File: config.mk
export PLATFORM = sky130hd
export DESIGN_NAME = dmem_arbiter
export DESIGN_NICKNAME = d
export VERILOG_FILES = /design/src/rtl/dmem_arbiter.sv
export SDC_FILE = /design/constraint.sdc
export NUM_CORES = 1
export LEC_CHECK = 0
export CAP_MARGIN = 0
export CORE_MARGIN = 3
export CORE_UTILIZATION = 37
export DETAILED_ROUTE_END_ITERATION = 12
export PLACE_DENSITY = 0.87
export SLEW_MARGIN = 20
export SYNTH_ARGS = -nofsm -noshare
export SYNTH_HDL_FRONTEND = slang
export SYNTH_SLANG_ARGS = --single-unit
File: constraint.sdc
create_clock -name clk -period 2.4 [get_ports clk]
set_input_delay 0.24 -clock clk [delete_from_list [all_inputs] [get_ports clk]]
set_output_delay 0.24 -clock clk [all_outputs]
set_load 0.01 [all_outputs]
File: src/rtl/dmem_arbiter.sv
// ============================================================================
// Module   : dmem_arbiter
// Purpose  : Round-robin arbiter sharing one single-port data memory
//            (1-cycle registered read) between NUM_CORES requesting cores.
//            Issues at most one grant every two cycles. Read data returns
//            two cycles after the grant with a one-hot rvalid.
// Options  : DMEM_ARB_LOCK_EN - adds a per-core lock input. A core granted
//            with its lock bit set keeps exclusive ownership of the memory
//            until it drops lock (atomic read-modify-write).
// Revision : 1.0 - initial release
// ============================================================================
`default_nettype none

module dmem_arbiter #(
  parameter int NUM_CORES = 4,
  parameter int ADDR_W    = 12,
  parameter int DIN_W     = 17,
  parameter int DOUT_W    = 12
) (
  input  logic                          clk,
  input  logic                          rst_n,
  input  logic [NUM_CORES-1:0]          req,
  input  logic [NUM_CORES-1:0]          we,
  input  logic [NUM_CORES*ADDR_W-1:0]   addr,
  input  logic [NUM_CORES*DIN_W-1:0]    wdata,
`ifdef DMEM_ARB_LOCK_EN
  input  logic [NUM_CORES-1:0]          lock,
`endif
  output logic [NUM_CORES-1:0]          gnt,
  output logic [NUM_CORES-1:0]          rvalid,
  output logic [DOUT_W-1:0]             rdata,
  output logic                          mem_write_en,
  output logic [ADDR_W-1:0]             mem_addr,
  output logic [DIN_W-1:0]              mem_datain,
  input  logic [DOUT_W-1:0]             mem_dataout
);

  localparam int PTR_W = $clog2(NUM_CORES);

  typedef enum logic [0:0] {
    ST_IDLE  = 1'b0,
    ST_ISSUE = 1'b1
  } state_t;

  state_t               r_state;
  logic [PTR_W-1:0]     r_ptr;

  // Read-pending pipe: stage 0 is live during the grant cycle, stage 1 during
  // the cycle the memory presents its read data.
  logic                 r_p0_vld;
  logic [PTR_W-1:0]     r_p0_idx;
  logic                 r_p1_vld;
  logic [PTR_W-1:0]     r_p1_idx;

  logic [NUM_CORES-1:0] w_elig;
  logic                 w_found;
  logic [PTR_W-1:0]     w_win;
  logic [PTR_W-1:0]     w_ptr_next;
  logic [NUM_CORES-1:0] w_win_onehot;
  logic                 w_win_we;
  logic [ADDR_W-1:0]    w_win_addr;
  logic [DIN_W-1:0]     w_win_wdata;

  logic [ADDR_W-1:0]    w_addr_arr  [NUM_CORES];
  logic [DIN_W-1:0]     w_wdata_arr [NUM_CORES];

  // (base + off) modulo NUM_CORES, for the rotating search and pointer update
  function automatic logic [PTR_W-1:0] wrap_add(input logic [PTR_W-1:0] base,
                                                input int off);
    int s;
    s = (int'(base) + off) % NUM_CORES;
    return PTR_W'(s);
  endfunction

  genvar g;
  generate
    for (g = 0; g < NUM_CORES; g++) begin : g_unpack
      assign w_addr_arr[g]  = addr[g*ADDR_W +: ADDR_W];
      assign w_wdata_arr[g] = wdata[g*DIN_W +: DIN_W];
    end
  endgenerate

`ifdef DMEM_ARB_LOCK_EN
  logic             r_locked;
  logic [PTR_W-1:0] r_owner;
  logic             w_lock_hold;

  // Ownership persists only while the owner keeps its lock bit raised
  assign w_lock_hold = r_locked & lock[r_owner];
  assign w_elig      = w_lock_hold ? (req & (NUM_CORES'(1) << r_owner)) : req;
`else
  assign w_elig      = req;
`endif

  // Rotating priority search: first eligible core at or above the pointer
  always_comb begin
    w_found = 1'b0;
    w_win   = '0;
    for (int i = NUM_CORES - 1; i >= 0; i--) begin
      if (w_elig[wrap_add(r_ptr, i)]) begin
        w_found = 1'b1;
        w_win   = wrap_add(r_ptr, i);
      end
    end
  end

  assign w_ptr_next   = wrap_add(w_win, 1);
  assign w_win_onehot = NUM_CORES'(1) << w_win;
  assign w_win_we     = we[w_win];
  assign w_win_addr   = w_addr_arr[w_win];
  assign w_win_wdata  = w_wdata_arr[w_win];

  // Arbitration FSM: grant and memory pins registered for exactly one cycle
  always_ff @(posedge clk or negedge rst_n) begin
    if (!rst_n) begin
      r_state      <= ST_IDLE;
      r_ptr        <= '0;
      gnt          <= '0;
      mem_write_en <= 1'b0;
      mem_addr     <= '0;
      mem_datain   <= '0;
`ifdef DMEM_ARB_LOCK_EN
      r_locked     <= 1'b0;
      r_owner      <= '0;
`endif
    end else begin
      case (r_state)
        ST_IDLE: begin
          if (w_found) begin
            gnt          <= w_win_onehot;
            mem_write_en <= w_win_we;
            mem_addr     <= w_win_addr;
            mem_datain   <= w_win_wdata;
            r_ptr        <= w_ptr_next;
            r_state      <= ST_ISSUE;
          end else begin
            gnt          <= '0;
            mem_write_en <= 1'b0;
          end
`ifdef DMEM_ARB_LOCK_EN
          if (w_found && lock[w_win]) begin
            r_locked <= 1'b1;
            r_owner  <= w_win;
          end else if (!w_lock_hold) begin
            r_locked <= 1'b0;
          end
`endif
        end
        ST_ISSUE: begin
          // req is deliberately ignored here so a core is never granted twice
          gnt          <= '0;
          mem_write_en <= 1'b0;
          r_state      <= ST_IDLE;
        end
        default: begin
          gnt          <= '0;
          mem_write_en <= 1'b0;
          r_state      <= ST_IDLE;
        end
      endcase
    end
  end

  // Read return: carry winner two stages, capture memory data, pulse rvalid
  always_ff @(posedge clk or negedge rst_n) begin
    if (!rst_n) begin
      r_p0_vld <= 1'b0;
      r_p0_idx <= '0;
      r_p1_vld <= 1'b0;
      r_p1_idx <= '0;
      rvalid   <= '0;
      rdata    <= '0;
    end else begin
      r_p0_vld <= (r_state == ST_IDLE) && w_found && !w_win_we;
      r_p0_idx <= w_win;
      r_p1_vld <= r_p0_vld;
      r_p1_idx <= r_p0_idx;
      if (r_p1_vld) begin
        rvalid <= NUM_CORES'(1) << r_p1_idx;
        rdata  <= mem_dataout;
      end else begin
        rvalid <= '0;
      end
    end
  end

endmodule

`default_nettype wire
Word level (Yosys, flattened, before mapping)
Cells that the tools add are included.
{"block": "word_totals", "reg_bits": 59, "word_cells": 61}
{"block": "classes", "n_addsub": 4, "n_lt_le_gt_ge": 6, "shift": 2, "muxes": 31, "bitwise": 2, "reduce_logical": 4}
{"cell": "17-bit binary-select mux with 2-bit select", "n": 1}
{"cell": "17-bit 2-to-1 mux", "n": 2}
{"cell": "12-bit binary-select mux with 2-bit select", "n": 1}
{"cell": "12-bit 2-to-1 mux", "n": 2}
{"cell": "2-bit by 3-bit < comparator with 1-bit output (second input constant)", "n": 5}
{"cell": "1-bit 2-to-1 mux", "n": 11}
{"cell": "1-bit binary-select mux with 2-bit select", "n": 5}
{"cell": "2-bit 2-to-1 mux", "n": 4}
{"cell": "4-bit 2-to-1 mux", "n": 2}
{"cell": "4-bit case mux with 2 select lines", "n": 1}
{"cell": "1-bit by 2-bit << shifter with 4-bit output (first input constant)", "n": 2}
{"cell": "2-bit by 1-bit adder with 2-bit output (second input constant)", "n": 2}
{"cell": "2-bit adder (second input constant)", "n": 2}
{"cell": "1-bit case mux with 2 select lines", "n": 2}
{"cell": "3-bit >= comparator (second input constant)", "n": 1}
{"cell": "2-bit inverter with 3-bit output", "n": 1}
{"cell": "1-bit logical AND", "n": 2}
{"cell": "2-bit AND reduction", "n": 1}
{"cell": "1-bit zero test", "n": 1}
{"cell": "1-bit inverter", "n": 1}

Logic depth before layout (Yosys ltp)
{"block": "depth", "word_depth": 11, "ltp_mapped": 9, "ltp_nobuf": 7}

Worst setup path before layout
No wires, ideal clock.
{"block": "synth_path", "kind": "reg2reg", "start": "reg r_ptr[0]", "end": "reg r_ptr[1]", "setup_time_ns": 0.117, "t_arrival_ns": 1.622, "path_slack_ns": 0.661, "stages_incl_launch_ff": 10, "path_buffers": 2, "period_less_slack_ns": 1.739, "path_cell_list": "dfrtp_1 -> nand2b_1 -> a21oi_1 -> a211o_1 -> buf_2 -> buf_2 -> inv_1 -> ha_1 -> nand2_1 -> nand2_1"}
{"block": "synth_between", "elab_chain_cells": 8, "elab_cells_between_ends": 21, "classes_between": "add/sub: 4; mux: 16; reduce/logical: 1"}
{"item": "start: declaration", "line": "46", "source": "logic [PTR_W-1:0] r_ptr;"}
{"item": "start signal: assignment", "line": "134", "source": "r_ptr <= w_ptr_next;"}
{"item": "2-bit adder", "line": "71", "source": "s = (int'(base) + off) % NUM_CORES;"}
{"item": "1-bit binary-select mux with 2-bit select", "line": "100", "source": "if (w_elig[wrap_add(r_ptr, i)]) begin"}
{"item": "1-bit 2-to-1 mux (implied by the code)", "line": "100"}
{"item": "2-bit 2-to-1 mux (3 in series)", "line": "100"}
{"item": "2-bit 2-to-1 mux (*)", "line": "100"}
{"item": "net w_win[0]", "line": "57", "source": "logic [PTR_W-1:0] w_win;"}
{"item": "2-bit by 1-bit adder with 2-bit output (*)", "line": "71"}
{"item": "net w_ptr_next[1]", "line": "58", "source": "logic [PTR_W-1:0] w_ptr_next;"}
The timed path passes the listed nets; every way through them passes the cells marked *. The select of a mux whose other input is x is not followed.
A chain may end at the register's enable or synchronous reset.

Final worst setup path
{"block": "layout_path", "start": "reg r_ptr[0]", "end": "reg mem_datain[10]"}
{"block": "layout_between", "elab_chain_cells": 11, "elab_cells_between_ends": 24, "classes_between": "add/sub: 3; mux: 19; bitwise: 1; reduce/logical: 1"}
{"item": "2-bit adder", "line": "71"}
{"item": "1-bit binary-select mux with 2-bit select", "line": "100"}
{"item": "1-bit 2-to-1 mux (implied by the code)", "line": "100"}
{"item": "2-bit 2-to-1 mux (4 in series)", "line": "100"}
{"item": "2-bit inverter with 3-bit output (implied by the code)", "line": "111", "source": "assign w_win_wdata = w_wdata_arr[w_win];"}
{"item": "17-bit binary-select mux with 2-bit select", "line": "111"}
{"item": "17-bit 2-to-1 mux (implied by the code) (2 in series)", "line": "111"}
{"item": "end signal: assignment", "line": "133", "source": "mem_datain <= w_win_wdata;"}
{"item": "end: declaration", "line": "34", "source": "output logic [DIN_W-1:0] mem_datain,"}
Several ways; a longest one is shown, not always the timed one. The select of a mux whose other input is x is not followed.

==> summary.md <==
| Metric | Value |
|---|---|
| Number of routed nets with antenna violations | `0` |
| RD Place Congestion | `0.743` |
| Layout Nets | `579` |
| Initial antenna violation count | `0` |
| First-pass GRT wire length | `13600 µm` |
| Static leakage | `0.00230 µW` |
| Final Hold Fails | `0` |
| Largest cells by area after synthesis | `dfrtp_1, mux2i_1, o221ai_1` |
| Max Root-Sink Buffers | `2` |
| R2r setup slk | `0.45 ns` |
| Ports | `188` |
| Cells on worst reg2reg path | `6` |
| Initial Util | `0.390` |
| Nature of the critical path endpoint | `flip-flop` |
| Clk Latency, worst-skew pair | `0.32 ns` |
| Setup tns final | `0 ns` |
| Cell with the most instances after synthesis | `dfrtp_1` |
| Area growth from synthesis to layout | `78.1%` |
| CTS Buf Count | `9` |
| Worst r2r src | `r_ptr[0]` |
| Largest net degree at the start of global routing | `33` |
| Drt via density | `between 5 and 6` |
| Syn Inst Count | `248` |
| Routed wire length | `about 8700 µm` |
| WHS Endpoint | `r_p1_idx[1]` |
| Share of cells above drive strength 1 | `0.0839` |
| Min-delay src | `r_p0_idx[1]` |
| Port Buf Inserts | `~190` |
| Worst relative slew slack | `0.511` |
| DP HPWL | `6750 µm` |
| Hold_ws | `0.354 ns` |
| Placement Rows | `31` |
| First-pass DRT Iterations | `4` |
| Setup WS post-layout | `0.448 ns` |
| Status | `completed` |
| Core box area | `0.00745 mm²` |
| Reg2reg end | `mem_datain[10]` |
| Setup Crit Path Kind | `reg -> reg` |
| CTS tree | `built` |
| Chip Height | `94.6 µm` |
| Largest fanout on the critical path | `31` |
| Antenna cells | `0` |
| Tightest Pin Transition | `about 0.73 ns` |
| Vias in the first global route | `2897` |
| Place WS | `0.124 ns` |
| Root buffer cell | `clkbuf_8` |
| Final min period | `1.95 ns` |
| Hold Crit Class | `reg -> reg` |
| Reg clk slew, reported paths | `about 0.070 ns` |
| 1st-iter DRT viols | `47` |
| Total grt overflow | `0` |
| Hold path cells | `0` |
| Worst Skew | `0.00884 ns` |
| CP Data Required Time | `2.59 ns` |
| Synthesized cell area | `0.00290 mm²` |
| Yosys top cell by area | `dfrtp_1` |
| Async SR Flop Fraction | `1.00` |
| RSZ-0062 raised after global routing | `no` |
| Critical path arrival | `2.14 ns` |
| Final Setup Violations | `0` |
| Clock sink count | `59` |
| DR DRC count | `0` |
| Setup crit start kind | `flip-flop` |
| Fin util | `0.694` |
| Die W | `94.6 µm` |
| Max_cap viols | `0` |
| # H-tree levels | `3` |
| Sequential fraction of the synthesis area | `0.509` |
| Fin crit share | `0.813` |
| Syn_nets | `390` |
| Synth cell count leaders | `dfrtp_1, mux2i_1, nand2_1, o221ai_1, mux2_2` |
| Die area | `~0.0089 mm²` |
| Primary FF master, synth | `dfrtp_1` |
| Fmax | `512 MHz` |
| PwrDens | `1040 mW/mm²` |
| #FFs+latches synth | `59` |
| Max VDD drop | `0.000470 V` |
| Synth unique cells | `25` |
| Top cell type's share of synthesized area | `0.509` |
| Syn_area_per_cell | `about 12 µm²` |
| WL/cell | `16.1 µm` |
| Post-synth EDFFs | `0` |
| Via count | `2724` |
| All-Layer GR Usage | `0.193` |
| YS warnings | `0` |
| Final slew viol count | `0` |
| Post-cts resize count | `0` |
-- kinds of logic (layout without fill, tap and decap cells) --
family / after synthesis / count (layout) / share of synthesized area
and+or+nand+nor: 51 / 51 / 0.0759
buffers and inverters: 23 / 216 / 0.0328
muxes: 72 / 72 / 0.254
adders and majority gates: 4 / 4 / 0.0172
DFF: 59 / 59 / 0.509
AOI/OAI and AO/OA: 39 / 39 / 0.111
-- metal layers --
layer  wire length (µm)  share of wire  global-route usage
met3                896           0.10              0.0661
met2               4540           0.52               0.345
met4                 62         0.0071              0.0541
met1               3210           0.37               0.220
met5                  0              0                   0
-- report_power, final --
group	switching, µW	internal, µW
sequential	258	1430
clock	386	741
combinational	1080	1470
total	1720	3640
-- per-stage QoR --
stage / cell area, µm² / power (µW) / cells
finish: 5170 / 5360 / 540
detailed placement: 4910 / 4280 / 524
CTS: 5170 / 5430 / 540
floorplan: 2900 / 2950 / 248
global route: 5170 / 5690 / 540
global placement: 4910 / 4200 / 524
-- sequential cells by signal (all words and copies together) (netlist names) --
| name | flops |
|---|---|
| rvalid | 4 |
| r_p1_vld | 1 |
| r_p0_idx | 2 |
| r_state | 1 |
| r_ptr | 2 |
| mem_datain | 17 |
| gnt | 4 |
| r_p0_vld | 1 |
| rdata | 12 |
| r_p1_idx | 2 |
| mem_addr | 12 |
| mem_write_en | 1 |
-- critical path: stages, from the launching register on --
cell,delay [ns]
dfrtp_1,0.40
nand2b_1,0.15
a21oi_1,0.19
a211o_4,0.19
buf_4,0.44
mux2i_1,0.28
o221ai_1,0.15
-- area by class of cell --
type / instances / area [µm²]
Multi-Input combinational cell: 166 / 1340
Timing Repair Buffer: 196 / 1960
Fill cell: 555 / 2280
Sequential cell: 59 / 1480
Tap cell: 99 / 124
Clock buffer: 11 / 151
Inverter: 5 / 18.8
Clock inverter: 4 / 97.6
-- repair_timing --
action | CTS | global route
hold buffers | 1 | 0
buffers inserted | 0 | 0
endpoints found under the hold margin | 12 | 0
-- placed cells by master, fill, tap and decap left out --
| master | n |
|---|---|
| a22o_1 | 1 |
| mux2_1 | 2 |
| mux2_2 | 12 |
| and2_1 | 4 |
| and3_1 | 1 |
| nor2_1 | 5 |
| a211o_4 | 1 |
| nor3b_1 | 1 |
| buf_2 | 1 |
| nor2b_1 | 1 |
| clkinv_1 | 1 |
| nand2b_1 | 2 |
| o32a_1 | 1 |
| ha_1 | 4 |
| buf_12 | 2 |
| clkbuf_8 | 11 |
| o221ai_1 | 29 |
| nand2_1 | 36 |
| clkinvlp_4 | 1 |
| dfrtp_1 | 59 |
| buf_4 | 6 |
| and3b_1 | 1 |
| clkdlybuf4s50_1 | 186 |
| a21oi_1 | 3 |
| bufinv_16 | 3 |
| a21o_1 | 2 |
| mux2i_1 | 58 |
| inv_1 | 4 |
| o22ai_1 | 1 |
| dlygate4sd3_1 | 1 |
| o21ai_0 | 1 |
-- worst max path at each step --
stage                        start  depth (start not counted)             end  slack, ns
after floorplan           r_ptr[0]                          9        r_ptr[1]       0.66
after global placement      req[0]                          7  mem_datain[15]       0.24
after detailed placement    req[1]                          7  mem_datain[10]       0.12
after CTS                 r_ptr[0]                          6  mem_datain[10]       0.45
after global routing      r_ptr[0]                          6  mem_datain[11]       0.35
final                     r_ptr[0]                          6  mem_datain[10]       0.45
(Power assumes the default switching activity.)
